`src/rtl/booth_seq_ctrl.sv`:
```
// booth_seq_ctrl: control FSM for the iterative radix-2 Booth multiplier.
//
// Sequences operand load, one TEST/SHIFT pair per Booth iteration, and a
// one-cycle DONE. The 3-bit T-flip-flop iteration counter lives outside this
// block: it is cleared by cnt_clr, advanced by count_up, and its value is read
// back on count to spot the last iteration.
//
// Ports:
//   clk      in   system clock, rising edge
//   reset    in   asynchronous active-high reset
//   start    in   request a new multiply (sampled in IDLE only)
//   q_lsb    in   Q[0] of the multiplier shift register
//   q_m1     in   Q[-1] Booth extension bit
//   count    in   iteration counter value (CNT_W bits)
//   abort    in   (BOOTH_ABORT_EN only) abandon the running operation
//   aborted  out  (BOOTH_ABORT_EN only) one-cycle pulse after an abort
//   count_up out  counter enable
//   cnt_clr  out  registered one-cycle counter clear
//   load     out  load operands, clear accumulator and Q[-1]
//   add      out  accumulator += multiplicand
//   sub      out  accumulator -= multiplicand
//   shift    out  arithmetic right shift of {A,Q,Q[-1]}
//   busy     out  high from LOAD through SHIFT
//   done     out  one-cycle completion pulse
//
// Optional feature: define BOOTH_ABORT_EN to add the abort/aborted ports.

module booth_seq_ctrl #(
  parameter int unsigned CNT_W  = 3,
  parameter int unsigned N_ITER = 8
) (
  input  logic             clk,
  input  logic             reset,
  input  logic             start,
  input  logic             q_lsb,
  input  logic             q_m1,
  input  logic [CNT_W-1:0] count,
`ifdef BOOTH_ABORT_EN
  input  logic             abort,
  output logic             aborted,
`endif
  output logic             count_up,
  output logic             cnt_clr,
  output logic             load,
  output logic             add,
  output logic             sub,
  output logic             shift,
  output logic             busy,
  output logic             done
);

  // Counter value seen during the final SHIFT (before its increment). With
  // N_ITER == 2**CNT_W the last increment simply wraps the counter to 0.
  localparam logic [CNT_W-1:0] LastCount = CNT_W'(N_ITER - 1);

  typedef enum logic [2:0] {StIdle, StLoad, StTest, StShift, StDone} state_e;

  state_e state_q, state_d;
  logic   load_q, clr_q, shift_q, busy_q, done_q;
  logic   abort_act;
  logic   in_test;

`ifdef BOOTH_ABORT_EN
  logic aborted_q;
  // busy_q is high exactly in LOAD/TEST/SHIFT, the states an abort may cancel.
  assign abort_act = abort & busy_q;
  assign aborted   = aborted_q;
`else
  assign abort_act = 1'b0;
`endif

  always_comb begin
    state_d = state_q;
    unique case (state_q)
      StIdle:  if (start) state_d = StLoad;
      StLoad:  state_d = StTest;
      StTest:  state_d = StShift;
      StShift: state_d = (count == LastCount) ? StDone : StTest;
      StDone:  state_d = StIdle;
      default: state_d = StIdle;
    endcase
    if (abort_act) state_d = StIdle;
  end

  // State plus registered Moore outputs, all decoded from the next state so
  // they line up with the state they belong to.
  always_ff @(posedge clk or posedge reset) begin
    if (reset) begin
      state_q   <= StIdle;
      load_q    <= 1'b0;
      clr_q     <= 1'b0;
      shift_q   <= 1'b0;
      busy_q    <= 1'b0;
      done_q    <= 1'b0;
`ifdef BOOTH_ABORT_EN
      aborted_q <= 1'b0;
`endif
    end else begin
      state_q   <= state_d;
      load_q    <= (state_d == StLoad);
      clr_q     <= (state_d == StLoad);
      shift_q   <= (state_d == StShift);
      busy_q    <= (state_d == StLoad) || (state_d == StTest) || (state_d == StShift);
      done_q    <= (state_d == StDone);
`ifdef BOOTH_ABORT_EN
      aborted_q <= abort_act;
`endif
    end
  end

  // add/sub must see the Q bits of the current cycle (Q is loaded on the edge
  // that enters TEST), so they are decoded combinationally; pairs 10/01 are
  // mutually exclusive, so add and sub can never both be high.
  assign in_test  = (state_q == StTest) & ~abort_act;
  assign add      = in_test & ~q_lsb & q_m1;
  assign sub      = in_test & q_lsb & ~q_m1;
  assign shift    = shift_q & ~abort_act;
  assign count_up = shift_q & ~abort_act;
  assign load     = load_q;
  assign cnt_clr  = clr_q;
  assign busy     = busy_q;
  assign done     = done_q;

endmodule

```
`config.mk`:
```
export PLATFORM = sky130hd
export DESIGN_NAME = booth_seq_ctrl
export DESIGN_NICKNAME = d
export VERILOG_FILES = /design/src/rtl/booth_seq_ctrl.sv
export SDC_FILE = /design/constraint.sdc
export NUM_CORES = 1
export LEC_CHECK = 0
export CAP_MARGIN = 25
export CORE_AREA = 2 2 39 41
export DETAILED_ROUTE_END_ITERATION = 8
export DIE_AREA = 0 0 41 43
export GPL_ROUTABILITY_DRIVEN = 0
export SLEW_MARGIN = 5
export SYNTH_ARGS = -nofsm -noshare
export SYNTH_HDL_FRONTEND = slang
export SYNTH_SLANG_ARGS = --single-unit
```
`constraint.sdc`:
```
create_clock -name clk -period 3.4 [get_ports clk]
set_input_delay 1.02 -clock clk [delete_from_list [all_inputs] [get_ports clk]]
set_output_delay 1.02 -clock clk [all_outputs]
set_load 0.02 [all_outputs]
```
==> reports/qor.log <==
qor: min_path.whs_path_depth 1
qor: pwr.leakagePower 0.0002132 uW
qor: setup_path.r2r_cells 3
qor: clocking.clk_pin_slew_worst_paths 50 ps
qor: synthesis.unique_masters_post_synth 13
qor: setup_path.worstSetupPathType in -> out
qor: setup_path.worst_r2r_endpoint busy$_DFF_PP0_
qor: clocking.clock-root-buffer sky130_fd_sc_hd__clkbuf_4
qor: layout.multiInputGateArea 101.3 um^2
qor: place.io_buffer_count 15
qor: pwr.combinationalPowerShare 41.3%
qor: synthesis.synthesis.instances 26
qor: timing.setup_slack 94.31 ps
qor: layout.finalInstanceArea 484.2 um^2
qor: pwr.intPower 231.7 uW
qor: setup_path.end_kind primary output
qor: global_route.grt_pass1_wl 834 um
qor: layout.layout.filler_cells 145
qor: clocking.numClockSinks 7
qor: synthesis.average_cell_area_after_synthesis 11.65 um^2
qor: timing.totalNegativeSetupSlack 0 ps
qor: min_path.worst_hold_startpoint state_q[2]$_DFF_PP0_
qor: die.start_util 21.88%
qor: synthesis.ys_seq_elements 7
qor: layout.register_area 175.2 um^2
qor: die.fp.dieW 41 um
qor: timing.timing_hold_violations_final 0
qor: pwr.power_frac_seq 37.5%
qor: layout.layout.cells.most_common sky130_fd_sc_hd__clkdlybuf4s50_1
qor: clocking.cts_inserted_buffers 3
qor: timing.post-route-period-util 97.23%
qor: layout.layout-drive-gt1-share 18.60%
qor: synthesis.synthesis.nets 34
qor: synthesis.yosysSeqAreaShare 57.85%
qor: layout.antennaDiodeCount 0
qor: job.maxCapViolations 0
qor: layout.most-common-layout-cells sky130_fd_sc_hd__clkdlybuf4s50_1, sky130_fd_sc_hd__dfrtp_1, sky130_fd_sc_hd__nor2_1, sky130_fd_sc_hd__inv_1, sky130_fd_sc_hd__clkbuf_4
qor: die.io_pins 16
qor: global_route.grt_max_degree 8
qor: detailed_routing.detail_route.wl_per_cell 8.356 um
qor: layout.finish.utilization 34.99%
qor: timing.fmax 0.3025 GHz
qor: setup_path.r2r-start state_q[0]$_DFF_PP0_
qor: clocking.clock_path_buffers 2
qor: setup_path.ff2ff_setup_slack 2380 ps
qor: outcome.status completed
qor: synthesis.synthesis.area 302.8 um^2
qor: timing.final-max-slew-violation-count 0
qor: place.place_area 457.9 um^2
qor: layout.layout_area_overhead 59.92%
qor: detailed_routing.dr_pass1_iterations 4
qor: min_path.worstHoldPathType reg -> reg
qor: clocking.cts_resized 0
qor: setup_path.cp_max_fo 2
qor: pwr.power_switching_share 33.52%
qor: setup_path.critPathRequiredTime 2380 ps
qor: min_path.holdPathEnd state_q[0]$_DFF_PP0_
qor: clocking.clock_tree.htree_level_count 1
qor: clocking.clock_latency_late_sink 250 ps
qor: timing.max_slew.worst_pin.slew 263.9 ps
qor: detailed_routing.vias 244
qor: timing.setup_repair_after_global_routing_missed_its_margin no
qor: die.floorplan.die_area 1763 um^2
qor: die.die_height 43 um
qor: place.dp_hpwl 390.9 um
qor: layout.final_nets 52
qor: global_route.vias_in_the_first_global_route 218
qor: detailed_routing.routed_wl 493 um
qor: setup_path.critical_path_arrival 2290 ps
qor: pwr.power.clock.fraction 21.2%
qor: global_route.globalRouteTotalUtil 7.786%
qor: pwr.worst_ir_drop_vdd 0.4201 mV
qor: timing.timing.max_slew.rel_slack 82.39%
qor: pwr.net-switching-power 116.9 uW
qor: synthesis.yosysWarnings 0
qor: timing.finalSetupViolations 0
qor: place.pre_cts_ws 80.19 ps
qor: clocking.cts-hold-fix-buffers 0
qor: detailed_routing.avgViaCountPerCell 4.136
qor: die.rows 14
qor: clocking.postCtsSetupBuffers 0
qor: setup_path.worst_setup_path_start_kind input pin
qor: detailed_routing.post-route-drc-count 0
qor: detailed_routing.drt_iter0_markers 5
qor: global_route.grt-ovfl-total 0
qor: die.coreArea 1384 um^2
qor: timing.final.min_clock_period 3306 ps
qor: clocking.cts_tree yes
qor: timing.post_route_clock_skew 1.862 ps
qor: pwr.power.density_cell_area 719.9 nW/um^2
qor: global_route.grt_antenna_before_repair 0
qor: detailed_routing.route.antenna.remaining_nets 0
==> power by group through the flow <==
stage / registers, uW / clock network (uW) / logic, uW
2_1_floorplan: 146 / 0 / 75.8
3_3_place_gp: 132 / 0 / 145
3_5_place_dp: 133 / 0 / 146
4_1_cts: 131 / 79.2 / 146
5_1_grt: 136 / 84.8 / 159
6_report: 131 / 73.9 / 144
==> final cells by class <==
class                           instances  share of cell area (%)
Sequential cell                         7                   36.18
Timing Repair Buffer                   15                   31.01
Multi-Input combinational cell         14                   20.93
Clock buffer                            4                   5.426
Tap cell                               16                   4.134
Inverter                                3                   2.326
==> critical path: stages <==
cell                              delay [ps]
sky130_fd_sc_hd__clkdlybuf4s50_1         490
sky130_fd_sc_hd__nor3b_2                 160
sky130_fd_sc_hd__clkdlybuf4s50_1         610
==> layer usage <==
layer  vias up  track usage [%]  part of all wire, %  routed length (um)
met5         -                0                    0                   0
met4         0            4.000                    0                   0
met3         0            7.853                   15                  73
met2        18            9.688                   42                 209
met1       102            8.224                   43                 210
li1        124                -                    -                   -
==> synth_stat cells <==
cell type                  number  area share [%]
sky130_fd_sc_hd__or2_4          1             2.9
sky130_fd_sc_hd__dfrtp_1        7              58
sky130_fd_sc_hd__buf_4          2             5.0
sky130_fd_sc_hd__nor2_1         3             3.7
sky130_fd_sc_hd__a211oi_1       1             2.5
sky130_fd_sc_hd__nand2b_1       1             2.1
sky130_fd_sc_hd__and3_1         1             2.1
sky130_fd_sc_hd__nor3_1         1             1.7
sky130_fd_sc_hd__nor3b_2        2             8.3
sky130_fd_sc_hd__and3_2         2             5.0
sky130_fd_sc_hd__inv_1          3             3.7
sky130_fd_sc_hd__o31ai_1        1             2.5
sky130_fd_sc_hd__and4_1         1             2.9
==> registers in the layout, summed over array words and instances (netlist names) <==
name / flops
done: 1
count_up: 1
busy: 1
cnt_clr: 1
state_q: 3
==> through the flow <==
step	hold slack [ps]	power [uW]	std cells
2_1_floorplan	440.9	221.7	26
3_3_place_gp	490.1	276.9	55
3_5_place_dp	486.2	279.0	55
4_1_cts	493.4	356.9	59
5_1_grt	522.4	379.9	59
6_report	493.3	348.6	59
==> cell families after synthesis <==
logic type | synth area share (%)
AOI/OAI and AO/OA | 4.961
buffers and inverters | 8.676
and+or+nand+nor | 28.51
DFF | 57.85
==> worst max-delay path by stage <==
stage / from / to / slack [ps] / cells after the start
after floorplan: q_m1 / sub / 1020 / 1
after global placement: q_lsb / sub / 100 / 3
after CTS: q_lsb / sub / 70 / 3
after detailed placement: q_lsb / sub / 80 / 3
final: q_lsb / sub / 90 / 3
after global routing: q_lsb / sub / 20 / 3
Power figures use the tool's default switching activity.
